[src/rtl/jtag_tap_pkg.sv]
// Shared TAP definitions: state encoding, opcodes and the IR capture pattern.
package jtag_tap_pkg;

  typedef enum logic [3:0] {
    ST_RTI  = 4'd0,
    ST_TLR  = 4'd1,
    ST_SDRS = 4'd2,
    ST_CDR  = 4'd3,
    ST_SDR  = 4'd4,
    ST_E1DR = 4'd5,
    ST_PDR  = 4'd6,
    ST_E2DR = 4'd7,
    ST_UDR  = 4'd8,
    ST_SIRS = 4'd9,
    ST_CIR  = 4'd10,
    ST_SIR  = 4'd11,
    ST_E1IR = 4'd12,
    ST_PIR  = 4'd13,
    ST_E2IR = 4'd14,
    ST_UIR  = 4'd15
  } tap_state_e;

  localparam int unsigned IDCODE_OP = 1;
  localparam int unsigned USER_OP   = 2;

  localparam logic [1:0] IR_CAPTURE = 2'b01;

  // BYPASS is all-ones for whatever IR width is in use
  function automatic logic [31:0] bypass_op(input int unsigned ir_w);
    return (32'd1 << ir_w) - 32'd1;
  endfunction

endpackage

[src/rtl/jtag_tap_fsm.sv]
// 16-state 1149.1 TAP controller: state register and next-state logic only.
module jtag_tap_fsm
  import jtag_tap_pkg::*;
(
  input  logic       tck,
  input  logic       trst,
  input  logic       tms,
  output tap_state_e state
);

  tap_state_e r_state;

  always_ff @(posedge tck or negedge trst) begin
    if (!trst) begin
      r_state <= ST_TLR;
    end else begin
      case (r_state)
        ST_TLR:  r_state <= tms ? ST_TLR  : ST_RTI;
        ST_RTI:  r_state <= tms ? ST_SDRS : ST_RTI;
        ST_SDRS: r_state <= tms ? ST_SIRS : ST_CDR;
        ST_CDR:  r_state <= tms ? ST_E1DR : ST_SDR;
        ST_SDR:  r_state <= tms ? ST_E1DR : ST_SDR;
        ST_E1DR: r_state <= tms ? ST_UDR  : ST_PDR;
        ST_PDR:  r_state <= tms ? ST_E2DR : ST_PDR;
        ST_E2DR: r_state <= tms ? ST_UDR  : ST_SDR;
        ST_UDR:  r_state <= tms ? ST_SDRS : ST_RTI;
        ST_SIRS: r_state <= tms ? ST_TLR  : ST_CIR;
        ST_CIR:  r_state <= tms ? ST_E1IR : ST_SIR;
        ST_SIR:  r_state <= tms ? ST_E1IR : ST_SIR;
        ST_E1IR: r_state <= tms ? ST_UIR  : ST_PIR;
        ST_PIR:  r_state <= tms ? ST_E2IR : ST_PIR;
        ST_E2IR: r_state <= tms ? ST_UIR  : ST_SIR;
        ST_UIR:  r_state <= tms ? ST_SDRS : ST_RTI;
      endcase
    end
  end

  assign state = r_state;

endmodule

[src/rtl/jtag_tap.sv]
// jtag_tap: 1149.1 TAP with IR, BYPASS, IDCODE and optional USER DR; tdo/tdo_en change on negedge tck.
// Define JTAG_TAP_USER_DR_EN to make the USER register functional; otherwise USER decodes as BYPASS.
module jtag_tap
  import jtag_tap_pkg::*;
#(
  parameter int          IR_W       = 4,
  parameter int          USER_DR_W  = 8,
  parameter logic [31:0] IDCODE_VAL = 32'h1234_5001
) (
  input  logic                 tck,
  input  logic                 trst,
  input  logic                 tms,
  input  logic                 tdi,
  output logic                 tdo,
  output logic                 tdo_en,
  output logic [3:0]           tap_state,
  output logic [IR_W-1:0]      ir_q,
  input  logic [USER_DR_W-1:0] user_dr_in,
  output logic [USER_DR_W-1:0] user_dr_out,
  output logic                 user_update
);

  localparam logic [IR_W-1:0] OP_IDCODE = IR_W'(IDCODE_OP);
  localparam logic [IR_W-1:0] IR_CAP    = IR_W'(IR_CAPTURE);

  tap_state_e      w_state;
  logic [IR_W-1:0] r_ir_sh;
  logic [IR_W-1:0] r_ir_q;
  logic            r_bypass;
  logic [31:0]     r_id_sh;
  logic            r_tdo;
  logic            r_tdo_en;
  logic            w_sel_id;
  logic            w_sel_user;
  logic            w_user_lsb;
  logic            w_tdo_nxt;
  logic            w_tdo_en_nxt;

  jtag_tap_fsm u_fsm (
    .tck   (tck),
    .trst  (trst),
    .tms   (tms),
    .state (w_state)
  );

  assign w_sel_id = (r_ir_q == OP_IDCODE);

  // TLR is only reachable from SIRS or TLR with tms=1, so IDCODE is in place on arrival
  always_ff @(posedge tck or negedge trst) begin
    if (!trst) begin
      r_ir_sh <= '0;
      r_ir_q  <= OP_IDCODE;
    end else begin
      case (w_state)
        ST_CIR:  r_ir_sh <= IR_CAP;
        ST_SIR:  r_ir_sh <= {tdi, r_ir_sh[IR_W-1:1]};
        ST_UIR:  r_ir_q  <= r_ir_sh;
        default: ;
      endcase
      if ((w_state == ST_TLR || w_state == ST_SIRS) && tms) begin
        r_ir_q <= OP_IDCODE;
      end
    end
  end

  always_ff @(posedge tck or negedge trst) begin
    if (!trst) begin
      r_bypass <= 1'b0;
      r_id_sh  <= '0;
    end else if (w_state == ST_CDR) begin
      r_bypass <= 1'b0;
      if (w_sel_id) r_id_sh <= IDCODE_VAL;
    end else if (w_state == ST_SDR) begin
      r_bypass <= tdi;
      if (w_sel_id) r_id_sh <= {tdi, r_id_sh[31:1]};
    end
  end

`ifdef JTAG_TAP_USER_DR_EN
  localparam logic [IR_W-1:0] OP_USER = IR_W'(USER_OP);

  logic [USER_DR_W-1:0] r_user_sh;
  logic [USER_DR_W-1:0] r_user_dr_out;
  logic                 r_user_update;
  logic                 w_enter_udr;

  assign w_sel_user  = (r_ir_q == OP_USER);
  assign w_enter_udr = (w_state == ST_E1DR || w_state == ST_E2DR) && tms;

  // Load on the edge into UDR so user_dr_out and user_update are both visible during UDR
  always_ff @(posedge tck or negedge trst) begin
    if (!trst) begin
      r_user_sh     <= '0;
      r_user_dr_out <= '0;
      r_user_update <= 1'b0;
    end else begin
      r_user_update <= w_enter_udr && w_sel_user;
      if (w_enter_udr && w_sel_user) r_user_dr_out <= r_user_sh;
      if (w_sel_user && w_state == ST_CDR) begin
        r_user_sh <= user_dr_in;
      end else if (w_sel_user && w_state == ST_SDR) begin
        r_user_sh <= (r_user_sh >> 1) | (USER_DR_W'(tdi) << (USER_DR_W - 1));
      end
    end
  end

  assign w_user_lsb  = r_user_sh[0];
  assign user_dr_out = r_user_dr_out;
  assign user_update = r_user_update;
`else
  logic w_unused_user_in;

  assign w_unused_user_in = ^user_dr_in;
  assign w_sel_user       = 1'b0;
  assign w_user_lsb       = 1'b0;
  assign user_dr_out      = '0;
  assign user_update      = 1'b0;
`endif

  always_comb begin
    w_tdo_nxt    = 1'b0;
    w_tdo_en_nxt = 1'b0;
    case (w_state)
      ST_SDR: begin
        w_tdo_en_nxt = 1'b1;
        if (w_sel_id)        w_tdo_nxt = r_id_sh[0];
        else if (w_sel_user) w_tdo_nxt = w_user_lsb;
        else                 w_tdo_nxt = r_bypass;
      end
      ST_SIR: begin
        w_tdo_en_nxt = 1'b1;
        w_tdo_nxt    = r_ir_sh[0];
      end
      default: ;
    endcase
  end

  always_ff @(negedge tck or negedge trst) begin
    if (!trst) begin
      r_tdo    <= 1'b0;
      r_tdo_en <= 1'b0;
    end else begin
      r_tdo    <= w_tdo_nxt;
      r_tdo_en <= w_tdo_en_nxt;
    end
  end

  assign tdo       = r_tdo;
  assign tdo_en    = r_tdo_en;
  assign tap_state = w_state;
  assign ir_q      = r_ir_q;

endmodule

[config.mk]
export PLATFORM = sky130hd
export DESIGN_NAME = jtag_tap
export DESIGN_NICKNAME = d
export VERILOG_FILES = /design/src/rtl/jtag_tap_pkg.sv /design/src/rtl/jtag_tap_fsm.sv /design/src/rtl/jtag_tap.sv
export SDC_FILE = /design/constraint.sdc
export NUM_CORES = 1
export LEC_CHECK = 0
export CAP_MARGIN = 25
export CORE_MARGIN = 1.5
export CORE_UTILIZATION = 34
export DETAILED_ROUTE_END_ITERATION = 6
export PLACE_DENSITY_LB_ADDON = 0.12
export RECOVER_POWER = 100
export SYNTH_ARGS = -nofsm -noshare
export SYNTH_HDL_FRONTEND = slang
export SYNTH_SLANG_ARGS = --single-unit
export TNS_END_PERCENT = 10
[constraint.sdc]
create_clock -name tck -period 4.26 [get_ports tck]
set_input_delay 1.065 -clock tck [delete_from_list [all_inputs] [get_ports tck]]
set_output_delay 1.065 -clock tck [all_outputs]
set_load 0.02 [all_outputs]
==> metrics.md <==
| Metric | Value |
|---|---|
| All-layer global routing usage | `13.2%` |
| Final Hold Viols | `0` |
| Seq/Total Area, Yosys | `53.6%` |
| Hold crit path type | `reg -> reg` |
| Vias in the first global route | `1516` |
| Combinational Power Share | `41.2%` |
| Die width | `83.5 µm` |
| # diodes | `0` |
| Slowest stage delay, CP | `0.39 ns` |
| EDFF count, synth | `0` |
| Leakage power | `1.12 nW` |
| Multi-input logic area | `810 µm²` |
| FP Rows | `29` |
| Outcome | `complete, but fails checks` |
| Sw Ratio | `39.4%` |
| Routability cong. | `0.706` |
| Final #Nets | `240` |
| Failing checks | `max-capacitance violations, max-slew violations` |
| WP buf/inv | `1` |
| Full die area | `0.00696 mm²` |
| Crit-path cells | `dlygate4sd2_1` |
| Int Pwr | `0.00113 W` |
| Mapped Area | `0.00220 mm²` |
| Die H | `83.5 µm` |
| Via count | `1526` |
| FF+latch area | `0.00118 mm²` |
| WHS | `0.491 ns` |
| Core Box Area | `0.00631 mm²` |
| # setup viols final | `0` |
| R2r setup slk | `0.61 ns` |
| Worst skew pair latency | `0.29 ns` |
| Initial DRC count | `103` |
| RSZ-0062 raised after global routing | `false` |
| Synth unique cells | `38` |
| CTS tree | `done` |
| Required @ worst endpoint | `3.19 ns` |
| Clock-pin slew on the worst setup and hold paths | `0.08 ns` |
| Starting Density | `34.9%` |
| Antenna Nets Post-Route | `0` |
| Vias/cell | `4.99` |
| Slew @ Worst Pin | `1.59 ns` |
| Fin. max-slew vios | `30` |
| DRT Pass-1 Iters | `4` |
| Sw power | `0.000737 W` |
| DRC | `0` |
| Flop pwr share | `40.9%` |
| Post-CTS setup buffers | `0` |
| Remaining global-route overflow | `0` |
| Largest net degree at the start of global routing | `33` |
| Layout cell share with drive strength beyond 1 | `7.86%` |
| H-tree depth | `2` |
| Num Clock Sinks | `47` |
| Critical-path top delay cell | `dfrtn_1` |
| Ports | `31` |
| Mapped Cells | `218` |
| First-pass GRT wire length | `7460 µm` |
| Clock buffer depth | `2` |
| Syn. warnings | `0` |
| Area grow syn2layout | `11.4%` |
| Clock Tree Root | `clkbuf_8` |
| Yosys reg bits | `47` |
| Clk_skew | `0.00544 ns` |
| Number of fill cells | `664` |
| VDD IR-drop max | `0.393 mV` |
| Clk pwr share | `17.9%` |
| Kind of cell adding the most delay to the critical path | `flip-flops` |
| Syn_area_per_cell | `10.1 µm²` |
| CTS Buf Count | `5` |
| Post-DP HPWL | `2510 µm` |
| Crit path DAT | `3.14 ns` |
| # Max-Cap Violations | `1` |
| DRT Wirelength | `4170 µm` |
| Critical Path Fanout Max | `1` |
| Antenna violations before repair | `0` |
| Slew margin rel. | `-6.09%` |
| Critical path type | `reg -> out` |
| Design Power | `0.00187 W` |
| # port buffers | `13` |
| Startpoint Class | `flop` |
| Ys flop type | `dfrtp_1` |
| Setup TNS | `0 ns` |
| Power Density | `763 mW/mm²` |
| Post-synth ARST share | `100%` |
| CP endpoint kind | `primary output` |
| Avg WL per Cell | `13.6 µm` |
[metrics by stage]
stage               util [%]  setup slack [ns]  instance area, µm²  cells
finish                  38.8            0.0586                2450    306
global route            38.8           0.00845                2450    306
CTS                     39.5            0.0380                2490    306
detailed placement      37.7            0.0910                2380    298
global placement        37.4             0.104                2360    297
floorplan                  -             0.592                2230    226
[metal layers]
| layer | vias to the layer above | share of wire [%] | global-route usage (%) | wire [µm] |
|---|---|---|---|---|
| li1 | 751 | - | - | - |
| met1 | 754 | 54 | 19.2 | 2240 |
| met2 | 16 | 43 | 19.5 | 1790 |
| met3 | 5 | 2.6 | 3.07 | 107 |
| met4 | 0 | 0.82 | 4.02 | 34 |
| met5 | - | 0 | 0 | 0 |
[state kept, by name, summed over array words and instances (netlist names)]
register	flops
r_id_sh	32
ir_q	4
r_ir_sh	4
u_fsm.state	4
r_bypass	1
tdo	1
tdo_en	1
[cell families (layout without fill, tap and decap cells)]
kind of cell	after synthesis	after routing	share of synthesized area, %
buf+inv	48	51	10.4
compound gates	44	44	12.5
other cells	1	9	0.170
simple gates	65	65	17.0
mux	13	13	6.37
flops	47	47	53.6
[layout make-up]
cell class,count,area share [%]
multi-input combinational,131,33.0
inverter,23,3.52
tap,77,3.93
sequential,47,48.1
timing repair buffer,20,6.64
clock inverter,2,1.43
clock buffer,6,3.37
[repair_timing]
item / 4_1_cts / 5_1_grt
gates resized for setup: 2 / 0
endpoints found under the setup margin: 2 / 0
hold buffers: 0 / 0
[layout by cell type, fill, tap and decap left out, types with 2 or more instances in the layout]
| cell type | netlist | final |
|---|---|---|
| clkbuf_8 | 0 | 6 |
| nand4_1 | 24 | 24 |
| nor2b_1 | 2 | 2 |
| dlygate4sd2_1 | 0 | 2 |
| o21ai_0 | 23 | 23 |
| clkbuf_1 | 9 | 4 |
| inv_1 | 23 | 23 |
| o211ai_1 | 2 | 2 |
| nand2_1 | 9 | 9 |
| a21oi_1 | 4 | 4 |
| nand3_1 | 4 | 4 |
| o21a_1 | 7 | 8 |
| mux2i_1 | 5 | 5 |
| dfrtn_1 | 2 | 2 |
| dfrtp_1 | 43 | 43 |
| dlygate4sd3_1 | 0 | 9 |
| buf_4 | 9 | 4 |
| mux2_1 | 6 | 6 |
| mux2_2 | 2 | 2 |
| nor3_1 | 2 | 2 |
| nor2_1 | 16 | 16 |
| conb_1 | 1 | 9 |
[power groups by stage]
| stage | Combinational [W] | Sequential (W) | Clock (W) |
|---|---|---|---|
| global route | 0.000863 | 0.000797 | 0.000369 |
| detailed placement | 0.000811 | 0.000783 | 0 |
| finish | 0.000770 | 0.000765 | 0.000335 |
| global placement | 0.000808 | 0.000783 | 0 |
| floorplan | 0.000591 | 0.000764 | 0 |
| CTS | 0.000811 | 0.000774 | 0.000349 |
[synth_stat cells (all sizes together) (4+ instances only)]
cell    count  area [µm²]
clkbuf      9        33.8
o21a        8        67.6
mux2i       5        50.1
dfrtp      43        1080
buf        16         109
nand3       4        20.0
nand4      24         150
inv        23        86.3
o21ai      23         115
nor2       16        60.1
a21oi       4        20.0
mux2        8        90.1
nand2       9        33.8
[worst paths after layout]
path	from	end	cells past startpoint
worst max-delay path	tdo	tdo	1
worst min-delay path	r_id_sh[30]	r_id_sh[30]	1
worst max register to register	u_fsm.state[1]	r_id_sh[4]	4
worst min register to register	r_id_sh[30]	r_id_sh[30]	1
max in group asynchronous	trst	tdo_en	1
min in group asynchronous	trst	r_ir_sh[0]	1
No activity file was read; power rests on OpenSTA's default activity.
